## src/rtl/up_sequencer_pkg.sv

```systemverilog
// Shared definitions for the up_sequencer control unit: opcodes, ALU/bus
// encodings, FSM states, memory timeout and the decoded control word.
package up_sequencer_pkg;

  localparam logic [3:0] OP_JC    = 4'h0;
  localparam logic [3:0] OP_JNC   = 4'h1;
  localparam logic [3:0] OP_CMPI  = 4'h2;
  localparam logic [3:0] OP_CMPM  = 4'h3;
  localparam logic [3:0] OP_LIT   = 4'h4;
  localparam logic [3:0] OP_IN    = 4'h5;
  localparam logic [3:0] OP_LD    = 4'h6;
  localparam logic [3:0] OP_ST    = 4'h7;
  localparam logic [3:0] OP_JZ    = 4'h8;
  localparam logic [3:0] OP_JNZ   = 4'h9;
  localparam logic [3:0] OP_ADDI  = 4'hA;
  localparam logic [3:0] OP_ADDM  = 4'hB;
  localparam logic [3:0] OP_JMP   = 4'hC;
  localparam logic [3:0] OP_OUT   = 4'hD;
  localparam logic [3:0] OP_NANDI = 4'hE;
  localparam logic [3:0] OP_NANDM = 4'hF;

  typedef enum logic [1:0] {
    ALU_PASS = 2'b00,
    ALU_ADD  = 2'b01,
    ALU_NAND = 2'b10,
    ALU_CMP  = 2'b11
  } alu_op_t;

  typedef enum logic [1:0] {
    BUS_OPRND = 2'b00,
    BUS_RAM   = 2'b01,
    BUS_PUSHB = 2'b10,
    BUS_ACCU  = 2'b11
  } bus_src_t;

  typedef enum logic [1:0] {
    ST_FETCH    = 2'b00,
    ST_EXEC     = 2'b01,
    ST_MEM_WAIT = 2'b10
  } state_t;

  // Wait cycles spent in MEM_WAIT before the access is abandoned.
  localparam int unsigned WAIT_TIMEOUT = 15;

  // Write strobes here are unqualified; the top gates them with completion.
  typedef struct packed {
    logic     phase;
    logic     fetch_en;
    logic     pc_inc;
    logic     pc_load;
    alu_op_t  alu_op;
    bus_src_t bus_src;
    logic     acc_we;
    logic     flags_we;
    logic     ram_cs;
    logic     ram_we;
    logic     out_we;
    logic     mem;
  } ctrl_t;

endpackage

```

## src/rtl/up_seq_decode.sv

```systemverilog
// Combinational state/opcode to control-word table for up_sequencer.
module up_seq_decode
  import up_sequencer_pkg::*;
(
  input  state_t      state,
  input  logic [3:0]  instr,
  input  logic        c_flag,
  input  logic        z_flag,
  output ctrl_t       ctrl
);

  always_comb begin
    ctrl = '0;
    if (state == ST_FETCH) begin
      ctrl.fetch_en = 1'b1;
      ctrl.pc_inc   = 1'b1;
    end else begin
      ctrl.phase = 1'b1;
      case (instr)
        OP_JC:    ctrl.pc_load = c_flag;
        OP_JNC:   ctrl.pc_load = ~c_flag;
        OP_JZ:    ctrl.pc_load = z_flag;
        OP_JNZ:   ctrl.pc_load = ~z_flag;
        OP_JMP:   ctrl.pc_load = 1'b1;
        OP_CMPI: begin
          ctrl.alu_op   = ALU_CMP;
          ctrl.flags_we = 1'b1;
        end
        OP_CMPM: begin
          ctrl.mem      = 1'b1;
          ctrl.ram_cs   = 1'b1;
          ctrl.bus_src  = BUS_RAM;
          ctrl.alu_op   = ALU_CMP;
          ctrl.flags_we = 1'b1;
        end
        OP_LIT:   ctrl.acc_we = 1'b1;
        OP_IN: begin
          ctrl.bus_src = BUS_PUSHB;
          ctrl.acc_we  = 1'b1;
        end
        OP_LD: begin
          ctrl.mem     = 1'b1;
          ctrl.ram_cs  = 1'b1;
          ctrl.bus_src = BUS_RAM;
          ctrl.acc_we  = 1'b1;
        end
        OP_ST: begin
          ctrl.mem     = 1'b1;
          ctrl.ram_cs  = 1'b1;
          ctrl.bus_src = BUS_ACCU;
          ctrl.ram_we  = 1'b1;
        end
        OP_ADDI: begin
          ctrl.alu_op   = ALU_ADD;
          ctrl.acc_we   = 1'b1;
          ctrl.flags_we = 1'b1;
        end
        OP_ADDM: begin
          ctrl.mem      = 1'b1;
          ctrl.ram_cs   = 1'b1;
          ctrl.bus_src  = BUS_RAM;
          ctrl.alu_op   = ALU_ADD;
          ctrl.acc_we   = 1'b1;
          ctrl.flags_we = 1'b1;
        end
        OP_OUT:   ctrl.out_we = 1'b1;
        OP_NANDI: begin
          ctrl.alu_op   = ALU_NAND;
          ctrl.acc_we   = 1'b1;
          ctrl.flags_we = 1'b1;
        end
        OP_NANDM: begin
          ctrl.mem      = 1'b1;
          ctrl.ram_cs   = 1'b1;
          ctrl.bus_src  = BUS_RAM;
          ctrl.alu_op   = ALU_NAND;
          ctrl.acc_we   = 1'b1;
          ctrl.flags_we = 1'b1;
        end
      endcase
    end
  end

endmodule

```

## src/rtl/up_sequencer.sv

```systemverilog
// Fetch/execute sequencer with flags and optional RAM wait handshake.
// Define UP_SEQ_WAIT_EN to enable MEM_WAIT, the ram_ready handshake and timeout.
module up_sequencer
  import up_sequencer_pkg::*;
(
  input  logic       clock,
  input  logic       reset,
  input  logic [3:0] instr,
  input  logic       alu_c,
  input  logic       alu_z,
  input  logic       ram_ready,
  output logic       phase,
  output logic       fetch_en,
  output logic       pc_inc,
  output logic       pc_load,
  output logic [1:0] alu_op,
  output logic [1:0] bus_src,
  output logic       acc_we,
  output logic       flags_we,
  output logic       ram_cs,
  output logic       ram_we,
  output logic       out_we,
  output logic       c_flag,
  output logic       z_flag,
  output logic       bus_err
);

  state_t state;
  state_t state_next;
  ctrl_t  ctrl;
  logic   done;
  logic   timeout;

  up_seq_decode u_decode (
    .state  (state),
    .instr  (instr),
    .c_flag (c_flag),
    .z_flag (z_flag),
    .ctrl   (ctrl)
  );

`ifdef UP_SEQ_WAIT_EN
  logic [3:0] wait_cnt;
  logic       bus_err_q;

  assign done    = ~ctrl.mem | ram_ready;
  assign timeout = (state == ST_MEM_WAIT) && !ram_ready &&
                   (wait_cnt == 4'(WAIT_TIMEOUT - 1));

  // Counter is zeroed during EXEC, so it reads 0 on the first MEM_WAIT cycle.
  always_ff @(posedge clock) begin
    if (!reset) begin
      wait_cnt  <= '0;
      bus_err_q <= 1'b0;
    end else begin
      if (state == ST_EXEC)
        wait_cnt <= '0;
      else if (state == ST_MEM_WAIT && !ram_ready)
        wait_cnt <= wait_cnt + 4'd1;
      if (timeout)
        bus_err_q <= 1'b1;
    end
  end

  assign bus_err = bus_err_q;
`else
  logic unused_sig;
  assign unused_sig = ram_ready ^ ctrl.mem;
  assign done       = 1'b1;
  assign timeout    = 1'b0;
  assign bus_err    = 1'b0;
`endif

  always_ff @(posedge clock) begin
    if (!reset)
      state <= ST_FETCH;
    else
      state <= state_next;
  end

  always_comb begin
    state_next = state;
    phase      = ctrl.phase;
    fetch_en   = ctrl.fetch_en;
    pc_inc     = ctrl.pc_inc;
    pc_load    = ctrl.pc_load;
    alu_op     = ctrl.alu_op;
    bus_src    = ctrl.bus_src;
    ram_cs     = ctrl.ram_cs;
    out_we     = ctrl.out_we;
    acc_we     = ctrl.acc_we & done;
    flags_we   = ctrl.flags_we & done;
    ram_we     = ctrl.ram_we & done;
    case (state)
      ST_FETCH:    state_next = ST_EXEC;
      ST_EXEC:     state_next = done ? ST_FETCH : ST_MEM_WAIT;
      ST_MEM_WAIT: if (done || timeout) state_next = ST_FETCH;
      default:     state_next = ST_FETCH;
    endcase
  end

  always_ff @(posedge clock) begin
    if (!reset) begin
      c_flag <= 1'b0;
      z_flag <= 1'b0;
    end else if (flags_we) begin
      c_flag <= alu_c;
      z_flag <= alu_z;
    end
  end

endmodule

```

## config.mk

```make
export PLATFORM = sky130hd
export DESIGN_NAME = up_sequencer
export DESIGN_NICKNAME = d
export VERILOG_FILES = /design/src/rtl/up_sequencer_pkg.sv /design/src/rtl/up_seq_decode.sv /design/src/rtl/up_sequencer.sv
export SDC_FILE = /design/constraint.sdc
export NUM_CORES = 1
export LEC_CHECK = 0
export BUFFER_PORTS_ARGS = -buffer_cell sky130_fd_sc_hd__buf_2
export CORE_AREA = 4 4 41 43
export DETAILED_ROUTE_END_ITERATION = 10
export DIE_AREA = 0 0 45 47
export PLACE_DENSITY = 0.47
export SYNTH_ARGS = -nofsm -noshare
export SYNTH_HDL_FRONTEND = slang
export SYNTH_SLANG_ARGS = --single-unit
```

## constraint.sdc

```tcl
create_clock -name clock -period 1.6 [get_ports clock]
set_input_delay 0.16 -clock clock [delete_from_list [all_inputs] [get_ports clock]]
set_output_delay 0.16 -clock clock [all_outputs]
set_load 0.01 [all_outputs]
```

; ---- Word level (Yosys, flattened, before mapping)
; Cells that the tools add are included.
[op_classes]
n_eq_ne = 15
n_mux = 12
bitwise = 2
n_reduce_logical = 9
[op_table]
columns = cell, n
row1 = $eq A4 B4 Y1 const B, 8
row2 = $eq A4 B3 Y1 const B, 4
row3 = $pmux W2 S3, 2
row4 = $mux W11, 1
row5 = $eq A4 B2 Y1 const B, 2
row6 = $mux W1, 7
row7 = $reduce_or A7 Y1, 1
row8 = $reduce_or A2 Y1, 3
row9 = $reduce_or A6 Y1, 1
row10 = $pmux W1 S5, 1
row11 = $reduce_or A5 Y1, 1
row12 = $eq A4 B1 Y1 const B, 1
row13 = $logic_not A4 Y1, 1
row14 = $reduce_or A4 Y1, 1
row15 = $logic_not A2 Y1, 1
row16 = $mux W2, 1
row17 = $not A1 Y1, 2
[totals]
ff_bits = 4
in_bits = 9
out_inout_bits = 16
wordCells = 41

; ---- Depth between registers and ports, before layout
[logic_depth]
ltp_word = 4
depth_mapped = 4
mapped_depth_nobuf = 3

; ---- Modules after synthesis
; A second synthesis with hierarchy kept.
[hier_totals]
cells_unflattened = 39
area_unflattened_um2 = 291.5
[by_module_without_submodules]
columns = module, n_inst, cells_each, area_each_um2, seq_area_each_um2
row1 = up_seq_decode, 1, 29, 181.4, 0.0
row2 = up_sequencer, 1, 10, 110.1, 60.1

; ---- Worst setup path after synthesis
; OpenSTA, ideal clock, no wires.
[synth_timing]
path_type = reg-to-output
start = register state[0]
end = output port ram_we
arrival_ns = 1.164
required_time_ns = 1.440
path_slack_ns = 0.276
stages_incl_launch_ff = 4
path_buffers = 0
cell_sequence = dfxtp_1 inv_1 nor3_1 and2_1
[synth_between]
elab_chain_cells = 2
[synth_lines]
columns = item, line_no
row1 = "start, declared", up_sequencer.sv:28  ; state_t state;
row2 = "start signal, assigned", up_sequencer.sv:78  ; state <= state_next;
row3 = $logic_not A2 Y1, up_seq_decode.sv:14  ; if (state == ST_FETCH) begin
row4 = $mux W11, up_seq_decode.sv:14
row5 = "end, declared", up_sequencer.sv:21  ; output logic ram_we,
; Every way passes these cells.

; ---- Worst setup path in the final report
[layout_timing]
start = register z_flag
end = output port pc_load
[layout_between]
elab_chain_cells = 3
[layout_lines]
columns = item, line_no
row1 = "start, declared", up_sequencer.sv:24  ; output logic z_flag,
row2 = "start signal, assigned", up_sequencer.sv:108  ; z_flag <= alu_z;
row3 = $not A1 Y1, up_seq_decode.sv:23  ; OP_JNZ: ctrl.pc_load = ~z_flag;
row4 = $pmux W1 S5 (*), up_seq_decode.sv:19  ; case (instr)
row5 = $mux W11 (*), up_seq_decode.sv:14
row6 = "end, declared", up_sequencer.sv:15  ; output logic pc_load,
; Mark *: on every way between the ends. The rest lies on a longest branch, timed or not.

==> run metrics <==
status=finished clean; compound-gate portion of the synthesized area=0.173; fin worst setup slack=roughly 0.055 ns; top cell type's share of synthesized area=0.213; fin crit share=0.966; sw frac=0.306; initial antenna violation count=0; Post-synth EDFFs=0; hold_buf cts=0; Post-Route Skew=about 0.000011 ns; most used routing layer=met2; fin nets=76; share of post-route cells with drive strength above 1=0.439; CP required=1.44 ns; Worst EP arrival=roughly 1.4 ns; Synth Register Bits=3; Synth cell types=22; Synth Area in Simple Gates=0.400; CTS sink count=3; GRT Overall Usage=0.0876; critical path fanouts, max=4; setup TNS=0 ns; Final setup viols=0; minimum clock period=approximately 1.5 ns; Synth Flop Type=dfxtp_1; Post-synth ARST share=0; via/cell ratio=approximately 4.6; mux cell area share after synthesis=0.0533; die area=2120 um2; FMAX=approximately 650 MHz; mapped cell area=approximately 280 um2; DP HPWL=between 600 and 700 um; diode count=0; DR WL/cell=about 11 um; internal power=approximately 0.00020 W; Layout area overhead=48.0%; Post-synth top cells=5 x a21oi_1, 5 x nor2_1, 4 x nand2_1, 3 x dfxtp_1, 3 x inv_1; die height=about 47 um; starting density of the core=0.216; GPL Wtd Cong=roughly 0.68; Syn Area/Cell=roughly 6.5 um2; Post-route DRC=0; Worst Setup Start Kind=register; combinational power share=0.247; Gate Count Post-Synth=43; Net Switching=approximately 0.000090 W; syn_nets=52; critical path class=register to output pin; Synth Area in Adders=0; RSZ-0062 raised after global routing=yes; routed wire length=between 800 and 900 um; Yosys top cell by area=dfxtp_1; sequential area share after synthesis=0.213; initial drt markers=6; CTS tree=built; power density over the cells=705 nW/um2; DR pass1 iterations=5; fill cell count=158; sequential power share=0.288; Die Span X=approximately 45 um; io pins=25; Max Buffers Root-to-Sink=2; Setup WS pre-CTS=about 0.28 ns; final core occ=0.320; main combinational cell family by area after synthesis=simple AND/OR/NAND/NOR gates; clock power share=0.465; Slew Viols, Final=0; GR met2 Demand/Resource=0.130; largest cells by area after synthesis=dfxtp_1 21%, a21oi_1 8.9%, nor2_1 6.7%; vias in the first global route=a little under 300; met3 usage=0.0421; # Max-Cap Violations=0; Synth Area in XOR/XNOR=0; CTS H-tree depth=1; core area=~1300 um2; root buffer cell=clkbuf_4; pin count of the biggest net entering global routing=11; clk_lat worst skew=0.24 ns; first-pass GRT wire length=1300 um; vias=about 370; Final Hold Fails=0; Hold Crit Class=input port to register; WHS=roughly 0.16 ns; number of cell rows=13; Port Buffers=22; clk slew on worst S/H paths=0.04 ns; Post-DRT Antenna Nets=0; yosys warns=0; endpoint class of the critical path=output pin; grt ovf=0; maximum VDD drop=0.427 mV; total CTS buffers=3; met1 Track Usage GR=0.102; Leak Pwr=about 0.22 nW
## flip-flops by register name, summed over array words and instances (netlist names)
register and flops:
c_flag 1, z_flag 1, state 1
## final cells by class
cell class,instances,area [um2],share of cell area
multi-input combinational,33,180,0.432
clock buffer,4,26.3,0.0631
tap,15,18.8,0.0450
timing repair buffer,23,118,0.282
sequential,3,62.6,0.150
inverter,3,11.3,0.0270
## metrics by stage
| stage | power, W | instances | instance area (um2) |
|---|---|---|---|
| floorplan | 0.000131 | 43 | 282 |
| global placement | 0.000159 | 77 | 388 |
| detailed placement | 0.000158 | 77 | 388 |
| CTS | 0.000301 | 81 | 414 |
| global route | 0.000315 | 81 | 417 |
| finish | 0.000294 | 81 | 417 |
## critical path, cell delays in order, from the launching register on
cell and delay, ns:
dfxtp_2 0.33, mux2_4 0.25, or3_1 0.30, a31oi_1 0.12, buf_2 0.15
## logic make-up after synthesis
group	after synthesis
flops	3
mux	1
compound gates	9
buf+inv	7
other cells	1
simple gates	22
## what timing repair did
| item | 4_1_cts | 5_1_grt |
|---|---|---|
| gates resized for setup | 0 | 2 |
| setup endpoints to repair | 0 | 1 |
| buffers inserted | 0 | 0 |
## cell usage in the layout, fill, tap and decap left out, drive strengths merged, types with 2 or more instances in the layout
| master | Yosys | layout |
|---|---|---|
| dfxtp | 3 | 3 |
| nor3 | 2 | 2 |
| nand4 | 2 | 2 |
| nand2b | 2 | 2 |
| o21ai | 2 | 2 |
| nand2 | 4 | 4 |
| nor2 | 5 | 5 |
| a21oi | 5 | 5 |
| buf | 3 | 23 |
| clkbuf | 1 | 4 |
| inv | 3 | 3 |
| nand3 | 2 | 2 |
## power by group through the flow
stage	Clock [W]	Combinational [W]	Sequential [W]
after floorplan	0	0.0000456	0.0000857
after global placement	0	0.0000733	0.0000853
after detailed placement	0	0.0000731	0.0000852
after CTS	0.000144	0.0000735	0.0000840
after global routing	0.000149	0.0000809	0.0000854
final	0.000137	0.0000726	0.0000845
## per-layer routing
metal | up-vias | wire length, um | part of all wire
met5 | - | 0 | 0
li1 | 190 | - | -
met2 | 14 | 393 | 0.45
met1 | 165 | 395 | 0.45
met4 | 0 | 15 | 0.017
met3 | 2 | 71 | 0.081
## worst paths after layout
path,from,to,slack (ns),depth (start not counted)
max,z_flag,pc_load,0.06,4
min,reset,state[0],0.16,3
max reg2reg,state[0],z_flag,0.58,3
min reg2reg,c_flag,c_flag,0.49,2
Power figures use the tool's default switching activity.
